### src/rtl/sixteen_sign_div.sv
// Sequential sign-magnitude restoring divider: 2W-bit magnitude / W-bit magnitude,
// one quotient bit per clock, with divide-by-zero and quotient-overflow prechecks.
module sixteen_sign_div #(
  parameter int W = 16
) (
  input  logic           clk,
  input  logic           rst,
  input  logic           start,
  input  logic [2*W-1:0] dividend,
  input  logic [W-1:0]   divisor,
  input  logic           dsign,
  input  logic           vsign,
  output logic           busy,
  output logic           done,
  output logic [W-1:0]   quotient,
  output logic [W-1:0]   remainder,
  output logic           sign,
  output logic           ovf,
  output logic           dbz
);

  localparam int CW = $clog2(W + 1);

  typedef enum logic [1:0] {IDLE, RUN, DONE} state_t;

  state_t        state_q, state_d;
  logic [W-1:0]  rem_q, rem_d;
  logic [W-1:0]  qreg_q, qreg_d;
  logic [W-1:0]  div_q, div_d;
  logic [CW-1:0] cnt_q, cnt_d;
  logic [W-1:0]  quotient_q, quotient_d;
  logic [W-1:0]  remainder_q, remainder_d;
  logic          sign_q, sign_d;
  logic          ovf_q, ovf_d;
  logic          dbz_q, dbz_d;

  // Partial remainder is always below the divisor, so the shifted trial value fits in W+1
  // bits and the subtraction result fits in W bits (the carry-out bit is never needed).
  logic [W:0]    trial;
  logic          trialGe;
  logic [W-1:0]  remSub;
  logic [W-1:0]  remNext;
  logic [W-1:0]  qNext;

  assign trial   = {rem_q, qreg_q[W-1]};
  assign trialGe = trial >= {1'b0, div_q};
  assign remSub  = trial[W-1:0] - div_q;
  assign remNext = trialGe ? remSub : trial[W-1:0];
  assign qNext   = {qreg_q[W-2:0], trialGe};

  always_ff @(posedge clk or posedge rst) begin
    if (rst) begin
      state_q     <= IDLE;
      rem_q       <= '0;
      qreg_q      <= '0;
      div_q       <= '0;
      cnt_q       <= '0;
      quotient_q  <= '0;
      remainder_q <= '0;
      sign_q      <= 1'b0;
      ovf_q       <= 1'b0;
      dbz_q       <= 1'b0;
    end else begin
      state_q     <= state_d;
      rem_q       <= rem_d;
      qreg_q      <= qreg_d;
      div_q       <= div_d;
      cnt_q       <= cnt_d;
      quotient_q  <= quotient_d;
      remainder_q <= remainder_d;
      sign_q      <= sign_d;
      ovf_q       <= ovf_d;
      dbz_q       <= dbz_d;
    end
  end

  always_comb begin
    state_d     = state_q;
    rem_d       = rem_q;
    qreg_d      = qreg_q;
    div_d       = div_q;
    cnt_d       = cnt_q;
    quotient_d  = quotient_q;
    remainder_d = remainder_q;
    sign_d      = sign_q;
    ovf_d       = ovf_q;
    dbz_d       = dbz_q;

    unique case (state_q)
      IDLE: begin
        if (start) begin
          div_d  = divisor;
          ovf_d  = 1'b0;
          dbz_d  = 1'b0;
          sign_d = dsign ^ vsign;
          if (divisor == '0) begin
            dbz_d       = 1'b1;
            quotient_d  = '1;
            remainder_d = dividend[W-1:0];
            state_d     = DONE;
          end else if (dividend[2*W-1:W] >= divisor) begin
            ovf_d       = 1'b1;
            quotient_d  = '1;
            remainder_d = '0;
            state_d     = DONE;
          end else begin
            rem_d   = dividend[2*W-1:W];
            qreg_d  = dividend[W-1:0];
            cnt_d   = '0;
            state_d = RUN;
          end
        end
      end
      RUN: begin
        rem_d  = remNext;
        qreg_d = qNext;
        cnt_d  = cnt_q + 1'b1;
        if (cnt_q == CW'(W - 1)) begin
          quotient_d  = qNext;
          remainder_d = remNext;
          state_d     = DONE;
        end
      end
      DONE: begin
        state_d = IDLE;
      end
      default: begin
        state_d = IDLE;
      end
    endcase
  end

  assign busy      = (state_q != IDLE);
  assign done      = (state_q == DONE);
  assign quotient  = quotient_q;
  assign remainder = remainder_q;
  assign sign      = sign_q;
  assign ovf       = ovf_q;
  assign dbz       = dbz_q;

endmodule

### config.mk
export PLATFORM = sky130hd
export DESIGN_NAME = sixteen_sign_div
export DESIGN_NICKNAME = d
export VERILOG_FILES = /design/src/rtl/sixteen_sign_div.sv
export SDC_FILE = /design/constraint.sdc
export NUM_CORES = 1
export LEC_CHECK = 0
export CELL_PAD_IN_SITES_DETAIL_PLACEMENT = 0
export CELL_PAD_IN_SITES_GLOBAL_PLACEMENT = 1
export CORE_MARGIN = 2
export CORE_UTILIZATION = 40
export CTS_CLUSTER_SIZE = 12
export DETAILED_ROUTE_END_ITERATION = 7
export GPL_TIMING_DRIVEN = 0
export PLACE_DENSITY = 0.84
export SYNTH_ARGS = -nofsm -noshare
export SYNTH_HDL_FRONTEND = slang
export SYNTH_SLANG_ARGS = --single-unit
### constraint.sdc
create_clock -name clk -period 3.5 [get_ports clk]
set_input_delay 0.875 -clock clk [delete_from_list [all_inputs] [get_ports clk]]
set_output_delay 0.875 -clock clk [all_outputs]
set_load 0.005 [all_outputs]
Yosys cells after proc, flatten, opt, wreduce, memory -nomap -nowiden
Index checks and enable logic that the tools add are counted.

storage, ports and cells
  bits in registers = 90
  bits in latches = 0
  memory bits (writable) = 0
  bits in read-only memories = 0
  output and inout bits = 37
  memories kept = 0

cells by class
  add/subtract/negate cells = 2
  multiply operators = 0
  divide/modulo/power cells = 0
  magnitude comparators = 2
  equal/unequal tests = 8
  shifts and indexed selects = 0
  muxes and demuxes = 31
  bitwise logic cells = 1
  reduce and logical (&&, ||, !) cells = 8

operator list
  cell                                                                   number
  16-bit 2-to-1 mux                                                      15
  16-bit case mux with 2 select lines                                    4
  17-bit by 16-bit >= comparator with 1-bit output                       1
  16-bit >= comparator                                                   1
  16-bit logical NOT                                                     1
  16-bit subtractor                                                      1
  5-bit 2-to-1 mux                                                       3
  5-bit case mux with 2 select lines                                     1
  2-bit 2-to-1 mux                                                       4
  2-bit != test, second input constant                                   4
  4-bit AND reduction                                                    2
  5-bit by 1-bit adder with 5-bit output, second input constant          1
  5-bit by 4-bit equality test with 1-bit output, second input constant  1
  2-bit case mux with 2 select lines                                     1
  2-bit AND reduction                                                    2
  2-bit nonzero test                                                     2
  1-bit 2-to-1 mux                                                       3
  3-bit != test, second input constant                                   1
  2-bit by 1-bit equality test with 1-bit output, second input constant  1
  2-bit equality test, second input constant                             1
  2-bit logical NOT                                                      1
  1-bit XOR                                                              1

Logic depth before layout (Yosys ltp)
Gate-level depths: netlist (run 1).

  depth in word-level cells = 5
  depth in mapped cells = 12

Least setup slack after synthesis (run 1)
No wires, ideal clock.

  path type = input to register
  from = input divisor[9]
  to = register rem_q[10]
  arrival = 2,819 ps
  path slack = 548 ps
  stages = 11
  buffers on the path = 1
  cell sequence = inv_1 ha_1 a21o_1 a211oi_1 a211o_1 a21oi_1 nor3_1 a31oi_2 buf_2 a22oi_1 o21ai_0

on the way
  longest elaborated chain between the ends = 3
  elaborated cells on any way between the ends = 5
  classes of those cells = 1 x order compare; 2 x eq/ne; 2 x reduce/logical

ends and longest elaborated chain
  item                                                        line     text
  from (decl)                                                 10       input logic [W-1:0] divisor,
  16-bit >= comparator or 16-bit logical NOT (tied branches)  101, 96
  2-bit != test (no line)                                     -
  4-bit AND reduction (no line) *                             -
  to (signal assigned)                                        65       rem_q <= rem_d;
  to (decl)                                                   27       logic [W-1:0] rem_q, rem_d;

Mark *: on every way between the ends. The rest lies on a longest branch, timed or not.
A chain may end at the register's enable or synchronous reset.

Worst setup path after layout (run 1)
  from = input divisor[2]
  to = register remainder_q[7], in the netlist remainder[7]

on the way
  longest elaborated chain between the ends = 4
  elaborated cells on any way between the ends = 7
  classes of those cells = 1 x order compare; 1 x eq/ne; 3 x mux; 2 x reduce/logical

ends and longest elaborated chain
  item                                                                          line  text
  parallel branches: the longest is 4 deep, another holds 16-bit >= comparator  -
  to (signal assigned)                                                          70    remainder_q <= remainder_d;
  to (decl)                                                                     32    logic [W-1:0] remainder_q, remainder_d;

Several ways; the timed one is not identified. The select of a mux whose other input is x is not followed.

==> results.md, run 1 <==
* Final Hold Vio Count at 0
* Detailed Route WL at 14,700 microns
* Clk pin slew, worst setup/hold paths at 0.07 ns
* Core area at 12,500 sq um
* H-tree lvl count at 3
* Residual DRC at 0
* EDFF count, synth at 0
* Post-layout nets at 751
* HPWL Detailed at 11,600 microns
* Clock Skew at 0.00675 ns
* Top post-synthesis cells by area: dfrtp_1, ha_1, nor2_1
* Max transition margin at 46.9%
* Final setup vio count at 0
* CP Launch Type: primary input
* Worst Setup Path Type: in2reg
* ANT cells at 0
* Via count at 4,586
* Share of cells above drive strength 1 at 7.78%
* Async SR Flop Fraction at 100%
* Final Max Slew Viols at 0
* Synth Cell Area at 5070 sq um
* Crit path DAT at 3.65 ns
* Clock buffer depth at 2
* Synth unique cells at 56
* Min cycle time layout at 3.39 ns
* RR Startpoint: rem_q[5]
* Top FF cell, synth: dfrtp_1
* Cell Pwr Density at 1080 nW/um^2
* Die span in y at 117 microns
* Commonest non-fill, non-tap cell in the layout: dfrtp_1
* Yosys reg bits at 90
* IO Pins at 90
* Worst min path class: reg2reg
* R2r endpoint: remainder[10]
* Synth Area per Inst at 9.05 sq um
* Number of global-route vias before repair at 4,380
* Vias per cell at 5.46
* Worst hold stages at 2
* DR WL/cell at 17.5 microns
* Post-synth top area share at 44.5%
* Post-Syn Instances at 560
* Fillers at 1,210
* Synth warn at 0
* Worst EP required at 3.76 ns
* Final ANT Viol Nets at 0
* Initial DRT Pass Iterations at 6
* CTS tree: built
* Critical Path Sink Type: register
* LEAKAGE at 0.00284 uW
* Flop-to-flop setup slack at 0.42 ns
* HP Start: qreg_q[0]
* Synthesized Nets at 648
* Reg2Reg Depth at 9
* Initial Util at 40.5%
* Initial DRC count at 471
* Horiz. Die Dim at 117 microns
* GRT Util Overall at 22.4%
* Cell taking the most area after synthesis: dfrtp_1
* WHS at 0.484 ns
* First-pass GRT wire length at 23,100 microns
* Placed instance area at 6200 sq um
* Cts bufs inserted at 9
* Status: finished, final reports clean
* Hold buffers post-CTS at 0
* Period utilization at 96.8%
* Final GP Congestion at 0.903
* Largest vdd supply drop at 456 uV
* Max-Cap Viols at 0
* Critical Path Fanout Max at 10
* Commonest cells after routing, fill and taps aside: dfrtp_1, clkdlybuf4s50_1, nor2_1
* Seq/Total Area, Yosys at 44.5%
* Syn-to-layout area delta at 31.3%
* Initial antenna violation count at 0
* Total gr overflow at 0
* Num rows at 41
* Clock latency on the worst-skew pair at 0.35 ns
* Worst-margin pin slew at 0.789 ns
* Fmax at 0.295 GHz
* Clk root buf: clkbuf_16
* IO buf count at 89
* Die area at 13,600 sq um
* Hold Path Sink: qreg_q[0]
* CTS sink count at 90
* Pin count of the biggest net entering global routing at 56
* Design Area, Final at 6650 sq um
[synth_stat cells, types with 2 or more instances]
library cell and instances:
xor2_1 6, nand3_1 10, o211ai_1 8, dfrtp_1 90, a2bb2oi_1 5, buf_6 2
nand3b_1 2, a21o_1 6, and3_1 4, nor3_1 18, o22a_1 2, o2111ai_1 2
nor2_1 86, o21bai_1 2, clkbuf_1 13, a22oi_1 12, nand4_1 6, a21oi_1 37
a211oi_1 4, nor4_1 6, inv_1 41, o22ai_1 2, mux2i_1 12, o21ai_0 38
ha_1 34, xnor2_1 9, buf_2 6, nor2b_1 4, o21a_1 6, a31oi_1 10
nand2_1 52
[registers in the layout, indices dropped and copies added (netlist names)]
| signal | cells |
|---|---|
| cnt_q | 5 |
| dbz | 1 |
| div_q | 16 |
| ovf | 1 |
| qreg_q | 16 |
| quotient | 16 |
| rem_q | 16 |
| remainder | 16 |
| sign | 1 |
| state_q | 2 |
[kinds of logic after synthesis]
kind of cell | Yosys count | synth area share (%)
AOI/OAI and AO/OA | 148 | 19.2
xor gates and xnor gates | 15 | 2.59
adders and majority gates | 35 | 8.79
buffers and inverters | 64 | 5.48
DFF | 90 | 44.5
muxes | 13 | 2.59
and+or+nand+nor | 195 | 16.9
[layout make-up]
type	count	area, sq um	area share, %
Buffer	23	131	1.98
Clock inverter	7	124	1.86
Timing Repair Buffer	92	933	14.0
Multi-Input combinational cell	406	2610	39.3
Sequential cell	90	2250	33.9
Clock buffer	9	225	3.39
Tap cell	172	215	3.24
Inverter	41	156	2.35
[worst max-delay path: stages]
cell and delay, ns:
clkdlybuf4s50_1 0.47, nor4_1 0.62, nand4_1 0.36, nor2_1 0.47, clkbuf_1 0.48, a2bb2oi_1 0.17
a21oi_1 0.20
[worst max-delay path by stage]
stage,cells past startpoint,to,startpoint
final,7,remainder[7],divisor[2]
after global placement,2,div_q[5],rst
after floorplan,1,cnt_q[0],rst
after CTS,12,rem_q[10],divisor[6]
after global routing,13,remainder[6],divisor[6]
after detailed placement,11,rem_q[1],divisor[6]
[routing by layer]
layer	GRT usage (%)	vias to the layer above	part of all wire, %
met5	0	-	0
met4	6.12	0	2.2
met3	4.46	25	5.6
met2	37.3	156	46
met1	30.1	2224	46
li1	-	2181	-
[timing repair]
action                     in CTS  in global routing
setup buffers                   0                  2
pin swaps                       1                  2
setup endpoints to repair      70                 63
hold endpoints to repair        0                  0
resized for setup              13                  9
[report_power, final]
part / switching (uW) / internal (uW)
Combinational: 2380 / 1860
Sequential: 285 / 1520
Clock: 436 / 704
Total: 3110 / 4090
[metrics by stage]
step | cells | worst slack [ns] | power [uW] | utilization [%] | TNS [ns]
CTS | 838 | 0.0437 | 7130 | 52.8 | 0
finish | 840 | 0.114 | 7190 | 53.1 | 0
global route | 840 | -0.00940 | 7720 | 53.1 | -0.0173
detailed placement | 822 | -0.901 | 5960 | 49.6 | -37.47
floorplan | 560 | 0.290 | 4590 | - | 0
global placement | 821 | -1.11 | 5850 | 49.3 | -129.93
Note: power is estimated with default switching activity, not from simulation.
==> run 2: changes to the inputs <==
Settings changed: SLEW_MARGIN set to 5.
==> results of run 2 <==
Same layout as run 1: the final DEF is identical, and so are final timing and power.
